$ cat config.mk
export PLATFORM = sky130hd
export DESIGN_NAME = spi_controller
export DESIGN_NICKNAME = d
export VERILOG_FILES = /design/src/rtl/spi_ctrl_pkg.sv /design/src/rtl/spi_ctrl_phase_timer.sv /design/src/rtl/spi_controller.sv
export SDC_FILE = /design/constraint.sdc
export NUM_CORES = 1
export LEC_CHECK = 0
export CELL_PAD_IN_SITES_DETAIL_PLACEMENT = 1
export CELL_PAD_IN_SITES_GLOBAL_PLACEMENT = 1
export CORE_MARGIN = 1.5
export CORE_UTILIZATION = 30
export CTS_CLUSTER_SIZE = 10
export DETAILED_ROUTE_END_ITERATION = 10
export MAX_ROUTING_LAYER = met4
export PLACE_DENSITY_LB_ADDON = 0.1
export SETUP_SLACK_MARGIN = 0.02
export SLEW_MARGIN = 20
export SYNTH_ARGS = -nofsm -noshare
export SYNTH_HDL_FRONTEND = slang
export SYNTH_SLANG_ARGS = --single-unit
$ cat constraint.sdc
create_clock -name clk -period 2.9 [get_ports clk]
set_input_delay 0.29 -clock clk [delete_from_list [all_inputs] [get_ports clk]]
set_output_delay 0.29 -clock clk [all_outputs]
set_load 0.01 [all_outputs]
$ cat src/rtl/spi_ctrl_pkg.sv
// Shared types and constants for the SPI register-write controller.
// Frame layout: {write flag, 7-bit address, 8-bit data}, MSB first.
package spi_ctrl_pkg;

    typedef enum logic [2:0] {
        ST_IDLE,
        ST_SETUP,
        ST_SHIFT_HI,
        ST_SHIFT_LO,
        ST_GAP
    } state_t;

    localparam int         FRAME_BITS   = 16;
    localparam logic       WRITE_FLAG   = 1'b1;
    localparam logic [6:0] REG_ADDR_MAX = 7'h04;

    localparam logic [6:0] ADDR_EN_OUT_7_0  = 7'h00;
    localparam logic [6:0] ADDR_EN_OUT_15_8 = 7'h01;
    localparam logic [6:0] ADDR_EN_PWM_7_0  = 7'h02;
    localparam logic [6:0] ADDR_EN_PWM_15_8 = 7'h03;
    localparam logic [6:0] ADDR_PWM_DUTY    = 7'h04;

    function automatic logic [FRAME_BITS-1:0] make_frame(
        input logic [6:0] addr,
        input logic [7:0] data
    );
        return {WRITE_FLAG, addr, data};
    endfunction

endpackage

$ cat src/rtl/spi_ctrl_phase_timer.sv
// Loadable down-counter; expire ticks in the last cycle of a phase.
// Load with (phase length - 1) on the cycle the phase is entered.
module spi_ctrl_phase_timer #(
    parameter int W = 3
) (
    input  logic         clk,
    input  logic         rst_n,
    input  logic         run,
    input  logic         load,
    input  logic [W-1:0] load_val,
    output logic         expire
);

    logic [W-1:0] cnt_q;

    always_ff @(posedge clk or negedge rst_n) begin
        if (!rst_n) begin
            cnt_q <= '0;
        end else if (load) begin
            cnt_q <= load_val;
        end else if (cnt_q != '0) begin
            cnt_q <= cnt_q - 1'b1;
        end
    end

    assign expire = run && (cnt_q == '0);

endmodule

$ cat src/rtl/spi_controller.sv
// SPI mode-0 write-only controller for the 16-bit register-write frame.
// Define SPI_CONTROLLER_ADDR_CHECK_EN to reject addresses above REG_ADDR_MAX.
module spi_controller
    import spi_ctrl_pkg::*;
#(
    parameter int CLK_DIV = 4,
    parameter int CS_IDLE = 4
) (
    input  logic       clk,
    input  logic       rst_n,
    input  logic       cmd_valid,
    input  logic [6:0] cmd_addr,
    input  logic [7:0] cmd_data,
    output logic       cmd_ready,
    output logic       busy,
    output logic       done,
`ifdef SPI_CONTROLLER_ADDR_CHECK_EN
    output logic       err,
`endif
    output logic       sclk,
    output logic       ncs,
    output logic       copi
);

    localparam int PH_MAX = (CLK_DIV > CS_IDLE) ? CLK_DIV : CS_IDLE;
    localparam int PW     = $clog2(PH_MAX + 1);

    localparam logic [PW-1:0] DIV_LD = PW'(CLK_DIV - 1);
    localparam logic [PW-1:0] GAP_LD = PW'(CS_IDLE - 1);

    if (CLK_DIV < 2) begin : g_bad_div
        $error("spi_controller: CLK_DIV must be >= 2");
    end
    if (CS_IDLE < 4) begin : g_bad_idle
        $error("spi_controller: CS_IDLE must be >= 4");
    end

    state_t          state_q, state_d;
    logic [15:0]     shreg_q, shreg_d;
    logic [4:0]      bit_cnt_q, bit_cnt_d;
    logic            tm_load;
    logic [PW-1:0]   tm_val;
    logic            tm_expire;
    logic            accept;
    logic            addr_bad;
    logic            frame_on_d;
    logic            done_d, err_d;
    logic            ncs_q, sclk_q, copi_q, done_q, err_q;

    assign cmd_ready = (state_q == ST_IDLE);
    assign busy      = !cmd_ready;
    assign accept    = cmd_valid && cmd_ready;

`ifdef SPI_CONTROLLER_ADDR_CHECK_EN
    assign addr_bad = (cmd_addr > REG_ADDR_MAX);
    assign err      = err_q;
`else
    assign addr_bad = 1'b0;
`endif

    spi_ctrl_phase_timer #(
        .W (PW)
    ) u_timer (
        .clk      (clk),
        .rst_n    (rst_n),
        .run      (state_q != ST_IDLE),
        .load     (tm_load),
        .load_val (tm_val),
        .expire   (tm_expire)
    );

    always_comb begin
        state_d   = state_q;
        shreg_d   = shreg_q;
        bit_cnt_d = bit_cnt_q;
        tm_load   = 1'b0;
        tm_val    = DIV_LD;
        done_d    = 1'b0;
        err_d     = 1'b0;
        unique case (state_q)
            ST_IDLE: begin
                if (accept) begin
                    if (addr_bad) begin
                        err_d = 1'b1;
                    end else begin
                        state_d   = ST_SETUP;
                        shreg_d   = make_frame(cmd_addr, cmd_data);
                        bit_cnt_d = '0;
                        tm_load   = 1'b1;
                    end
                end
            end
            ST_SETUP: begin
                if (tm_expire) begin
                    state_d = ST_SHIFT_HI;
                    tm_load = 1'b1;
                end
            end
            ST_SHIFT_HI: begin
                // Shift on the falling sclk edge so copi moves with it.
                if (tm_expire) begin
                    state_d = ST_SHIFT_LO;
                    shreg_d = {shreg_q[14:0], 1'b0};
                    tm_load = 1'b1;
                end
            end
            ST_SHIFT_LO: begin
                if (tm_expire) begin
                    bit_cnt_d = bit_cnt_q + 5'd1;
                    tm_load   = 1'b1;
                    if (bit_cnt_q == 5'(FRAME_BITS - 1)) begin
                        state_d = ST_GAP;
                        tm_val  = GAP_LD;
                    end else begin
                        state_d = ST_SHIFT_HI;
                    end
                end
            end
            ST_GAP: begin
                if (tm_expire) begin
                    state_d = ST_IDLE;
                    done_d  = 1'b1;
                end
            end
            default: state_d = ST_IDLE;
        endcase
    end

    assign frame_on_d = (state_d == ST_SETUP) ||
                        (state_d == ST_SHIFT_HI) ||
                        (state_d == ST_SHIFT_LO);

    always_ff @(posedge clk or negedge rst_n) begin
        if (!rst_n) begin
            state_q   <= ST_IDLE;
            shreg_q   <= '0;
            bit_cnt_q <= '0;
        end else begin
            state_q   <= state_d;
            shreg_q   <= shreg_d;
            bit_cnt_q <= bit_cnt_d;
        end
    end

    // SPI pins and pulses are flops fed from next-state, so they are glitch-free.
    always_ff @(posedge clk or negedge rst_n) begin
        if (!rst_n) begin
            ncs_q  <= 1'b1;
            sclk_q <= 1'b0;
            copi_q <= 1'b0;
            done_q <= 1'b0;
            err_q  <= 1'b0;
        end else begin
            ncs_q  <= !frame_on_d;
            sclk_q <= (state_d == ST_SHIFT_HI);
            copi_q <= frame_on_d && shreg_d[15];
            done_q <= done_d;
            err_q  <= err_d;
        end
    end

    assign ncs  = ncs_q;
    assign sclk = sclk_q;
    assign copi = copi_q;
    assign done = done_q;

endmodule

* Word-level counts from Yosys, hierarchy flattened
Index checks and enable logic that the tools add are counted.
** Cells by class
- $add $sub $neg :: 2
- Eq/ne operators :: 11
- Mux-type cells :: 19
- Reductions and logical operators :: 17
** Operators with widths (number)
- $mux W16 :: 2
- $pmux W16 S2 :: 1
- $mux W3 :: 8
- $pmux W3 S5 :: 1
- $eq A3 B2 Y1 const B :: 4
- $mux W5 :: 2
- $pmux W5 S2 :: 1
- $eq A3 B1 Y1 const B :: 2
- $logic_not A3 Y1 :: 2
- $reduce_and A3 Y1 :: 2
- $reduce_bool A2 Y1 :: 3
- $reduce_bool A3 Y1 :: 2
- $add A5 B1 Y5 const B :: 1
- $eq A5 B4 Y1 const B :: 1
- $ne A2 B2 Y1 const B :: 2
- $eq A3 B3 Y1 const B :: 1
- $logic_and A1 B1 Y1 :: 3
- $mux W1 :: 3
- $reduce_or A3 Y1 :: 1
- $sub A3 B1 Y3 const B :: 1
- $logic_not A1 Y1 :: 2
- $logic_or A1 B1 Y1 :: 2
- $ne A2 B1 Y1 const B :: 1
- $pmux W1 S2 :: 1
** Word-level totals
- Bits in registers :: 31
- Input port bits :: 18
- Word-level logic and storage cells :: 58

* Logic depth before layout (Yosys ltp)
- Depth after elaboration :: 8
- Depth in mapped cells :: 6
- Depth with buffers taken out :: 6

* By module
A second synthesis with hierarchy kept.
** Second synthesis, totals
- Cell total of the unflattened synthesis :: 142
- Area, all modules :: 1515.2 um2
** By module, submodules not included
- spi_controller :: times used 1, cells an instance 120, area an instance 1311.3 um2, sequential area each 701.9 um2
- spi_ctrl_phase_timer :: times used 1, cells an instance 22, area an instance 203.9 um2, sequential area each 75.1 um2

* Worst setup path before layout
OpenSTA, ideal clock, no wires.
- Path kind :: register to register
- From :: register state_q[0]
- To :: register bit_cnt_q[2]
- Data arrival time :: 1533 ps
- Data required time :: 2831 ps
- Slack :: 1298 ps
- Cell stages (with the launch flop) :: 5
- Path buffers :: 1
- Clock period less this slack :: 1602 ps
- Path through :: dfrtp_1 or4b_1 buf_2 a2111o_1 nand3_1
** On the way
- Longest elaborated chain between the ends :: 4
** RTL lines
- start: declaration :: line spi_controller.sv:38 : state_t state_q, state_d;
- start signal: assignment :: line spi_controller.sv:139 : state_q <= state_d;
- $reduce_bool A3 Y1 / $logic_not A3 Y1 (equally long branches)
- $logic_and A1 B1 Y1 (on tied branches) :: line spi_ctrl_phase_timer.sv:26, spi_controller.sv:52
- $ne A2 B2 Y1 (no source line) / $ne A2 B1 Y1 (equally long branches)
- $reduce_and A3 Y1 (no source line)
- end signal: assignment :: line spi_controller.sv:141 : bit_cnt_q <= bit_cnt_d;
- end: declaration :: line spi_controller.sv:40 : logic [4:0] bit_cnt_q, bit_cnt_d;
Parallel ways exist; a longest one is shown, timed or not.
A chain may end at the register's enable or synchronous reset.

* Worst setup path in the final report
- From :: register state_q[0]
- To :: output cmd_ready
** On the way
- Longest elaborated chain between the ends :: 1
** RTL lines
- $logic_not A3 Y1
- end: declaration :: line spi_controller.sv:14 : output logic cmd_ready,
No other way between the ends.

==> impl_metrics.ini <==
[floorplanning]
core.rowCount = 25
i_o_pins = 24
die_h_um = 74.0
dieArea_mm2 = 0.00547
start_util_pct = 31.6
floorplan.die.width_um = 74.0
core_area_mm2 = 0.00479

[synthesis]
synth_sequential_area_ratio_pct = 51.4
synth.largest_area_cell = dfrtp_1
synth-main-ff-cell = dfrtp_1
most_frequently_used_cell_type_in_the_post_synthesis_netlist = dfrtp_1
post_synth.cell_area_avg_um2 = 11.1
synth_top_cells_by_area = dfrtp_1 50%, a221o_1 9.3%, and2_1 6.6%
syn-num-nets = 158
synth.distinct_cells = 41
yosysWarningCount = 0
synth.ff_latch_count = 31
syn-cell-area_mm2 = 0.00151
synthArstFlopShare_pct = 100
synth_top_cells_by_count = 30 x dfrtp_1, 16 x and2_1, 14 x a221o_1
synth_enable_flop_cells = 0
synth_cells = 136
synth_top_cell_area_share_pct = 49.7

[sta]
worst_hold_margin_ns = 0.397
max_slew_margin_pct = 57.1
period_needed_ns = 2.14
worst_slew_pin_slew_ns = 0.644
period_share_pct = 73.9
peak_freq_ghz = 0.467
rsz0062_at_grt = false
finalClockSkew_ns = 0.00661
number_of_slew_limit_violations_in_the_final_report = 0
final_hold_vios = 0
tns_ns = 0
setup_violations = 0

[drt]
vias_per_cell = 5.12
detail_route.iter0.violations = 66
final_antenna_net_count = 0
post_drt_wl_per_cell_um = 15.1
drt_drc_violations_left = 0
dr_total_vias = 1163
drt_first_pass_iters = 6
aggregate_routed_wire_length_mm = 3.44

[setup_path]
rr_worst_depth = 3
crit_family = buffers and inverters
cp_slowest_stage_delay_ns = 0.55
timing.setup.critical_path_class = register to output port
cp-start-kind = register
cp_data_arrival_time_ns = 1.85
worst-r2r-setup-slack_ns = 1.00
r2r_end = bit_cnt_q[2]$_DFFE_PN0P_
worst_setup_path_startpoint = state_q[0]$_DFF_PN0_
crit-reg2reg-launch = state_q[0]$_DFF_PN0_
worstPathBufferInverterCount = 2
crit_path_max_fanout = 16
crit_path_cell_trace = or3_1 -> inv_1 -> clkdlybuf4s50_1
slowest_stage = dfrtp_1
cp.required_ns = 2.61
crit_path_end_kind = output port

[placement]
gpl.final_weighted_congestion = 0.718
placedCellCount = 220
portBuffers = 23
dp.final_hpwl_mm = 2.39

[cts]
clk_pin_slew_ns = 0.07
clk-insertion-delay-late_ns = 0.28
tritoncts = built
ctsLongestPathBuffers = 2
tritoncts.num_buffers = 5
cts_root_buffer = clkbuf_8
cts.repair.resized = 0
cts_post_setup_buffers_inserted = 0
cts.sinks = 31
cts-hold-fix-buffers = 0
htree_num_levels = 2

[global_route]
maximum_number_of_pins_on_one_net_before_global_route_repair = 32
combined_global_route_utilization_of_all_metal_layers_pct = 14.6
global_route_wire_length_before_repair_mm = 5.77
grt_pass1_vias = 1207
antenna_found_initial = 0
globalRouteOverflowTotal = 0

[flow_run]
maxCapViolations = 0

[power]
share_comb_of_total_power_pct = 35.5
power_frac_clock_pct = 20.1
total_switching_power_mw = 0.598
pwr_density_cell_mw_per_mm2 = 904
sequentialPowerShare_pct = 44.3
power_report.internal_total_mw = 1.12
cellLeakagePower_nw = 0.805
netSwitchingFraction_pct = 34.8
max-vdd-ir-drop_mv = 0.281
p_total_mw = 1.72

[hold_path]
hp-class = input pin to async pin

[finish]
final_util_pct = 39.7
stdcell_count = 227
synthToLayoutAreaGrowth_pct = 25.8
n_antenna_cell = 0
final_net_count = 182
post_route_cells_drive_above_1_share_pct = 8.75

[outcome]
outcome = completed
-- cell usage in the layout (no fill, tap or decap), types with 2 or more instances in the layout --
| cell | instances |
|---|---|
| a221o_1 | 14 |
| mux2i_1 | 4 |
| a21oi_1 | 3 |
| nor3_1 | 2 |
| dfrtp_1 | 30 |
| clkdlybuf4s50_1 | 23 |
| clkbuf_8 | 6 |
| and2_1 | 16 |
| nand3b_1 | 2 |
| nor3b_1 | 2 |
| nand2_1 | 4 |
| and3_1 | 2 |
| ha_1 | 4 |
| nor2b_1 | 3 |
| nor2_1 | 6 |
| o211ai_1 | 2 |
| inv_1 | 7 |
| nand3_1 | 3 |
| buf_4 | 3 |
-- area by class of cell --
class / instances / area (um2)
fill: 528 / 2890
inverter: 7 / 26.3
tap: 67 / 83.8
multi-input combinational: 89 / 673
sequential: 31 / 777
clock buffer: 6 / 82.6
clock inverter: 1 / 5.00
timing repair buffer: 26 / 253
-- how the worst max path moves through the flow --
stage | to | slack, ns | depth (start not counted)
3_3_place_gp | shreg_q[2]$_DFFE_PN0P_ | 0.78 | 4
6_report | cmd_ready | 0.76 | 3
2_1_floorplan | bit_cnt_q[2]$_DFFE_PN0P_ | 1.30 | 4
3_5_place_dp | shreg_q[12]$_DFFE_PN0P_ | 0.73 | 4
5_1_grt | cmd_ready | 0.62 | 3
4_1_cts | cmd_ready | 0.73 | 3
-- through the flow --
stage / worst slack, ns / cell area (um2)
5_1_grt: 0.624 / 1900
3_3_place_gp: 0.775 / 1810
4_1_cts: 0.733 / 1900
2_1_floorplan: 1.30 / 1510
3_5_place_dp: 0.728 / 1810
6_report: 0.757 / 1900
-- power groups by stage --
stage	clock, mW	combinational, mW	sequential (mW)
2_1_floorplan	0	0.474	0.709
3_3_place_gp	0	0.578	0.762
3_5_place_dp	0	0.616	0.769
4_1_cts	0.358	0.620	0.763
5_1_grt	0.378	0.682	0.794
6_report	0.346	0.611	0.762
-- metal layers --
metal	vias to the layer above	part of all wire (%)	global-route usage [%]
li1	548	-	-
met5	-	0	-
met2	20	48	21.5
met1	589	46	19.1
met3	6	4.4	4.07
met4	0	1.7	5.56
-- cells by family (layout without fill, tap and decap cells) --
kind of cell / count (synthesis) / after routing / share of synthesized area (%)
buf+inv: 16 / 40 / 4.23
compound gates: 31 / 31 / 17.6
flops: 31 / 31 / 51.5
simple gates: 49 / 49 / 20.1
mux: 4 / 4 / 2.65
xor+xnor: 1 / 1 / 0.580
fa+ha+maj: 4 / 4 / 3.31
-- flip-flops by register name (all words and copies together) (netlist names) --
register,cells
shreg_q,16
bit_cnt_q,5
state_q,3
u_timer.cnt_q,3
copi,1
done,1
ncs,1
sclk,1
Note: power is estimated with default switching activity, not from simulation.
